==> config.mk <==
export PLATFORM = sky130hd
export DESIGN_NAME = sample_mem_arbiter
export DESIGN_NICKNAME = d
export VERILOG_FILES = /design/src/rtl/sndbrd_pkg.sv /design/src/rtl/sample_mem_arbiter_rr_pick4.sv /design/src/rtl/sample_mem_arbiter.sv
export SDC_FILE = /design/constraint.sdc
export NUM_CORES = 1
export LEC_CHECK = 0
export CAP_MARGIN = 25
export CORE_UTILIZATION = 37
export CTS_BUF_LIST = sky130_fd_sc_hd__clkbuf_16
export DETAILED_ROUTE_END_ITERATION = 8
export HOLD_SLACK_MARGIN = 0.02
export PLACE_DENSITY = 0.87
export SYNTH_ARGS = -nofsm -noshare
export SYNTH_HDL_FRONTEND = slang
export SYNTH_SLANG_ARGS = --single-unit
export TNS_END_PERCENT = 10
==> constraint.sdc <==
create_clock -name clock -period 2.7 [get_ports clock]
set_input_delay 0.54 -clock clock [delete_from_list [all_inputs] [get_ports clock]]
set_output_delay 0.54 -clock clock [all_outputs]
set_load 0.01 [all_outputs]
==> src/rtl/sndbrd_pkg.sv <==
// -----------------------------------------------------------------------------
// sndbrd_pkg
// Shared types and constants for the sample-memory arbitration slice.
//   NUM_REQ      number of requesters sharing the sample memory port
//   ADDR_W_DEF   default memory address width
//   DATA_W_DEF   default sample data width
//   arb_state_t  arbiter FSM states (IDLE / OWN / GAP)
//   req_idx_t    requester index (2 bits)
//   idx2onehot   requester index -> one-hot requester vector
// -----------------------------------------------------------------------------
package sndbrd_pkg;

  localparam int NUM_REQ    = 4;
  localparam int ADDR_W_DEF = 15;
  localparam int DATA_W_DEF = 16;

  typedef enum logic [1:0] {
    ARB_IDLE = 2'd0,
    ARB_OWN  = 2'd1,
    ARB_GAP  = 2'd2
  } arb_state_t;

  typedef logic [1:0] req_idx_t;

  function automatic logic [NUM_REQ-1:0] idx2onehot(input req_idx_t idx);
    logic [NUM_REQ-1:0] oh;
    oh      = '0;
    oh[idx] = 1'b1;
    return oh;
  endfunction

endpackage

==> src/rtl/sample_mem_arbiter_rr_pick4.sv <==
// -----------------------------------------------------------------------------
// rr_pick4
// Combinational round-robin picker for four requesters. Searches
// ptr+1, ptr+2, ptr+3, ptr (mod 4) and returns the first requester found.
// Ports:
//   req    in  [3:0]  pending requests
//   ptr    in  [1:0]  last winner (lowest priority in this search)
//   idx    out [1:0]  winning requester (valid when found=1)
//   found  out        at least one request pending
// -----------------------------------------------------------------------------
module rr_pick4
  import sndbrd_pkg::*;
(
  input  logic [NUM_REQ-1:0] req,
  input  req_idx_t           ptr,
  output req_idx_t           idx,
  output logic               found
);

  req_idx_t cand;

  // Walk the search order backwards so the nearest candidate after ptr
  // is the last one written and therefore wins.
  always_comb begin
    idx   = ptr;
    found = 1'b0;
    cand  = ptr;
    for (int k = NUM_REQ; k >= 1; k--) begin
      cand = ptr + req_idx_t'(k);
      if (req[cand]) begin
        idx   = cand;
        found = 1'b1;
      end
    end
  end

endmodule

==> src/rtl/sample_mem_arbiter.sv <==
// -----------------------------------------------------------------------------
// sample_mem_arbiter
// Round-robin arbiter sharing one sample memory port between 4 requesters
// (voices / recorder). One owner is granted at a time; the owner's accesses
// are registered onto the memory port and read-data-valid is routed back to
// the requester that issued the read, RD_LAT cycles after mem_en.
//
// Build option:
//   SNDBRD_ARB_REC_PRIO_EN  requester 0 (recorder) wins every arbitration it
//                           takes part in and is exempt from MAX_BURST;
//                           requesters 1-3 stay round-robin among themselves.
//
// Ports:
//   clock      in   system clock, rising edge
//   resetn     in   asynchronous active-low reset
//   req        in   [3:0]        per-requester level request
//   we         in   [3:0]        per-requester write strobe (qualified by req)
//   addr_in    in   [4*ADDR_W]   requester i address at [i*ADDR_W +: ADDR_W]
//   wdata_in   in   [4*DATA_W]   requester i write data at [i*DATA_W +: DATA_W]
//   gnt        out  [3:0]        one-hot grant
//   mem_addr   out  [ADDR_W]     registered memory address
//   mem_we     out               registered memory write enable
//   mem_wdata  out  [DATA_W]     registered memory write data
//   mem_en     out               registered memory access strobe
//   mem_rdata  in   [DATA_W]     memory read data
//   rd_valid   out  [3:0]        one-hot: mem_rdata belongs to requester i
//   rd_data    out  [DATA_W]     mem_rdata passthrough
// -----------------------------------------------------------------------------
module sample_mem_arbiter
  import sndbrd_pkg::*;
#(
  parameter int ADDR_W    = ADDR_W_DEF,
  parameter int DATA_W    = DATA_W_DEF,
  parameter int MAX_BURST = 16,
  parameter int RD_LAT    = 2
) (
  input  logic                      clock,
  input  logic                      resetn,
  input  logic [NUM_REQ-1:0]        req,
  input  logic [NUM_REQ-1:0]        we,
  input  logic [NUM_REQ*ADDR_W-1:0] addr_in,
  input  logic [NUM_REQ*DATA_W-1:0] wdata_in,
  output logic [NUM_REQ-1:0]        gnt,
  output logic [ADDR_W-1:0]         mem_addr,
  output logic                      mem_we,
  output logic [DATA_W-1:0]         mem_wdata,
  output logic                      mem_en,
  input  logic [DATA_W-1:0]         mem_rdata,
  output logic [NUM_REQ-1:0]        rd_valid,
  output logic [DATA_W-1:0]         rd_data
);

  localparam int CNT_W = (MAX_BURST > 1) ? $clog2(MAX_BURST) : 1;
  localparam logic [CNT_W-1:0] CNT_LAST = CNT_W'(MAX_BURST - 1);

  arb_state_t        state, state_nxt;
  req_idx_t          ptr;        // last winner; while in OWN it is the current owner
  logic [CNT_W-1:0]  cnt;        // accesses accepted in the current grant
  logic [NUM_REQ-1:0] pick_req;
  req_idx_t          rr_idx, win_idx;
  logic              rr_found, win_found;
  logic              exempt;
  logic              accept, last_acc;
  req_idx_t          mem_idx_p0;
  logic              tag_vld_p [RD_LAT];
  req_idx_t          tag_idx_p [RD_LAT];

  logic [ADDR_W-1:0] addr_arr  [NUM_REQ];
  logic [DATA_W-1:0] wdata_arr [NUM_REQ];

  for (genvar i = 0; i < NUM_REQ; i++) begin : g_unpack
    assign addr_arr[i]  = addr_in[i*ADDR_W +: ADDR_W];
    assign wdata_arr[i] = wdata_in[i*DATA_W +: DATA_W];
  end

  rr_pick4 u_pick (
    .req   (pick_req),
    .ptr   (ptr),
    .idx   (rr_idx),
    .found (rr_found)
  );

`ifdef SNDBRD_ARB_REC_PRIO_EN
  // Recorder overrides the round-robin search, which then only covers 1-3.
  assign pick_req  = {req[NUM_REQ-1:1], 1'b0};
  assign win_idx   = req[0] ? req_idx_t'(0) : rr_idx;
  assign win_found = req[0] | rr_found;
  assign exempt    = (ptr == req_idx_t'(0));
`else
  assign pick_req  = req;
  assign win_idx   = rr_idx;
  assign win_found = rr_found;
  assign exempt    = 1'b0;
`endif

  assign accept   = (state == ARB_OWN) && req[ptr];
  assign last_acc = accept && (cnt == CNT_LAST) && !exempt;

  // State register and arbitration bookkeeping
  always_ff @(posedge clock or negedge resetn) begin
    if (!resetn) begin
      state <= ARB_IDLE;
      ptr   <= req_idx_t'(NUM_REQ - 1);
      cnt   <= '0;
    end else begin
      state <= state_nxt;
      if ((state == ARB_IDLE) && win_found) begin
        ptr <= win_idx;
        cnt <= '0;
      end else if (accept) begin
        cnt <= cnt + CNT_W'(1);
      end
    end
  end

  always_comb begin
    state_nxt = state;
    case (state)
      ARB_IDLE: if (win_found) state_nxt = ARB_OWN;
      ARB_OWN:  if (!req[ptr] || last_acc) state_nxt = ARB_GAP;
      ARB_GAP:  state_nxt = ARB_IDLE;
      default:  state_nxt = ARB_IDLE;
    endcase
  end

  always_comb begin
    gnt = '0;
    if (state == ARB_OWN) gnt = idx2onehot(ptr);
  end

  // Stage p0: accepted access registered onto the memory port
  always_ff @(posedge clock or negedge resetn) begin
    if (!resetn) begin
      mem_en     <= 1'b0;
      mem_we     <= 1'b0;
      mem_addr   <= '0;
      mem_wdata  <= '0;
      mem_idx_p0 <= '0;
    end else begin
      mem_en <= accept;
      mem_we <= accept && we[ptr];
      if (accept) begin
        mem_addr   <= addr_arr[ptr];
        mem_wdata  <= wdata_arr[ptr];
        mem_idx_p0 <= ptr;
      end
    end
  end

  // Stages p1..pRD_LAT: read tag follows the memory latency, so a read
  // returns to its issuer even if the grant has since moved on.
  always_ff @(posedge clock or negedge resetn) begin
    if (!resetn) begin
      for (int k = 0; k < RD_LAT; k++) begin
        tag_vld_p[k] <= 1'b0;
        tag_idx_p[k] <= '0;
      end
    end else begin
      tag_vld_p[0] <= mem_en && !mem_we;
      tag_idx_p[0] <= mem_idx_p0;
      for (int k = 1; k < RD_LAT; k++) begin
        tag_vld_p[k] <= tag_vld_p[k-1];
        tag_idx_p[k] <= tag_idx_p[k-1];
      end
    end
  end

  always_comb begin
    rd_valid = '0;
    if (tag_vld_p[RD_LAT-1]) rd_valid = idx2onehot(tag_idx_p[RD_LAT-1]);
  end

  assign rd_data = mem_rdata;

endmodule
==> summary.txt <==
Finish
  – Layout Nets: 534
  – Share of post-route cells with drive strength above 1: 23.8%
  – Layout Cells excl Fill: 483
  – Post-route cell area: 5010 sq um
  – N_diodes: 0
  – Area growth, synth to finish: 59.2%
  – Final core utilization: 61.0%

Floorplanning
  – Initial Util: 38.3%
  – Die area: 8880 sq um
  – Die extent in y: 94.2 um
  – IO Count: 207
  – Die Span X: 94.2 um
  – Core ar.: 8220 sq um
  – # rows: 33

Synth
  – Yosys reg bits: 49
  – Post-Syn Area: 3150 sq um
  – Share of the synthesized area in the top cell type: 37.4%
  – Synth warn: 0
  – Mean area per synthesized cell: 14.2 sq um
  – Post-synthesis sequential area ratio: 39.0%
  – Syn_nets: 376
  – Cell type with the largest total area after synthesis: dfrtp_1
  – Ranking of synthesized cells by area: dfrtp_1, mux4_2, mux2_4
  – Mapped Cells: 221
  – Netlist cell types: 38

Route
  – Final WL: 8570 um
  – Initial drt markers: 85
  – Drt via density: 5.11
  – Drt drc: 0
  – Number of detailed-route iterations in the first pass: 4
  – DRT antenna net count: 0
  – Via count: 2469
  – Avg WL per Cell: 17.7 um

Run
  – Max-Cap Viols: 0

STA
  – Slew Viols, Final: 0
  – Min Tclk post-route: 2.45 ns
  – Hold slack: 0.202 ns
  – # setup viols final: 0
  – Maximum clock frequency: 0.408 GHz
  – Worst-margin pin slew: 0.576 ns
  – Fin crit share: 90.7%
  – Final hold vios: 0
  – RSZ-0062 raised after global routing: no
  – Crit path setup slack, layout: 0.251 ns
  – Clock Skews: 0.00648 ns
  – Headroom to the max-slew limit: 61.6%
  – Final setup TNS: 0 ns

Setup path
  – Worst EP arrival: 1.91 ns
  – WP data required: 2.16 ns
  – CP Max Fanout: 12
  – CP Capture Type: output pin
  – CP max stage delay: 0.68 ns
  – Crit Path Category: flip-flop to output pin
  – Crit path launch type: flip-flop
  – Worst path slowest cell: dfstp_2
  – Crit path cell chain: inv_1 > ha_1 > and2_1 > clkdlybuf4s50_1

Clock tree
  – Post_cts resized: 0
  – CTS tree: built
  – Hold-fix buffers at CTS: 0
  – Worst-path clk slew: 0.06 ns
  – Clk buf depth: 2
  – H-tree depth: 2
  – CTS sink count: 49
  – Root buf cell: clkbuf_16
  – Skew-Pair Late Insertion Delay: 0.28 ns
  – CTS Buf Count: 5
  – Postcts setup bufs: 0

Power and ir drop
  – Leak pwr: 2.03 nW
  – VDD IR-drop max: 0.408 mV
  – Design Power: 4.91 mW
  – Pwr Density: 980 nW/um^2

Global routing
  – Total global routing overflow: 0
  – Pin count of the biggest net entering global routing: 36
  – Total GRT Usage: 18.6%
  – Initial antenna violation count: 0
  – Vias in the first global route: 2557
  – First-pass GRT wire length: 12500 um

Worst hold path
  – Hold crit path type: primary input to asynchronous set/reset pin

Placed design
  – Placed insts: 477
  – Placed Area: 4880 sq um
  – GP Congestion: 0.780
  – HPWL Detailed: 6890 um
  – Number of port buffers: 174
  – Place WS: 0.288 ns

Outcome
  – Status: finished, final reports clean
## final timing paths
check                                        from                  endpoint  slack, ns  cells after the start
min in group clock         tag_idx_p[3]$_DFF_PN0_    tag_idx_p[1]$_DFF_PN0_       0.35                      0
max in group asynchronous                  resetn        ptr[0]$_DFFE_PN1P_       1.93                      2
max                            ptr[1]$_DFFE_PN1P_                    gnt[1]       0.25                      4
min                                        resetn  mem_addr[10]$_DFFE_PN0P_       0.20                      1
max reg2reg                    ptr[1]$_DFFE_PN1P_  mem_wdata[4]$_DFFE_PN0P_       0.66                      4
min reg2reg                tag_idx_p[3]$_DFF_PN0_    tag_idx_p[1]$_DFF_PN0_       0.35                      0
## registers in the layout, summed over array words and instances, names as in the netlist
register and count:
state 2, mem_we 1, mem_wdata 16, tag_vld_p 2
cnt 4, mem_addr 15, mem_idx_p0 2, ptr 2
mem_en 1, tag_idx_p 4
## cell usage in the layout, fill, tap and decap left out, types with 2 or more instances in the layout
master / n
nand2_1: 7
inv_1: 5
mux2_4: 26
nor3_1: 2
and3_1: 2
dfrtp_1: 47
nor2b_1: 4
dfstp_2: 2
ha_1: 5
clkdlybuf4s50_1: 173
o21ai_0: 4
clkbuf_16: 5
mux2_2: 10
o22ai_1: 2
and2_1: 5
nor2_1: 7
buf_4: 9
nor3b_1: 2
mux2i_1: 4
a21oi_1: 5
mux4_2: 33
## cell type report
class                           count  area (sq um)
Tap cell                          105           131
Inverter                            6          25.0
Clock inverter                      1          5.00
Fill cell                         626          3210
Timing Repair Buffer              184          1820
Clock buffer                        5           125
Multi-Input combinational cell    133          1670
Sequential cell                    49          1230
## power breakdown
part           switching, mW  internal, mW  leakage, nW
Clock                  0.235         0.331       0.0655
Sequential             0.245          1.10        0.595
Combinational           1.14          1.85         1.37
## per-layer routing
metal / wire [um] / GRT usage, % / part of all wire (%) / up-vias
met5: 0 / 0 / 0 / -
met4: 91 / 5.00 / 1.1 / 0
met3: 526 / 3.40 / 6.1 / 10
met2: 4540 / 32.8 / 53 / 100
met1: 3420 / 23.1 / 40 / 1226
li1: - / - / - / 1133
## critical path: cells and delay by family, from the launching register on
kind	cells	cell delay, ns
flip-flops	1	0.68
buffers and inverters	2	0.62
AND/OR/NAND/NOR	1	0.14
adder cells (fa/ha/maj)	1	0.19
## logic make-up after synthesis
family	after synthesis	synth area share, %
buffers and inverters	39	7.87
AOI/OAI and AO/OA	17	3.38
adders and majority gates	5	1.99
and+or+nand+nor	37	6.56
xor gates and xnor gates	1	0.278
DFF	49	39.0
muxes	73	40.9
## synthesized netlist by cell type (all sizes together)
| cell type | count |
|---|---|
| a21boi | 1 |
| a21oi | 5 |
| a31oi | 1 |
| a32o | 1 |
| and2 | 5 |
| and3 | 2 |
| and3b | 1 |
| buf | 27 |
| clkbuf | 6 |
| dfrtp | 47 |
| dfstp | 2 |
| ha | 5 |
| inv | 6 |
| mux2 | 36 |
| mux2i | 4 |
| mux4 | 33 |
| nand2 | 8 |
| nand2b | 1 |
| nand3 | 1 |
| nand4 | 1 |
| nor2 | 7 |
| nor2b | 4 |
| nor3 | 2 |
| nor3b | 2 |
| nor4 | 1 |
| nor4b | 1 |
| o2111ai | 1 |
| o21a | 1 |
| o21ai | 4 |
| o221ai | 1 |
| o22ai | 2 |
| or4 | 1 |
| xnor2 | 1 |
Note: power is estimated with default switching activity, not from simulation.
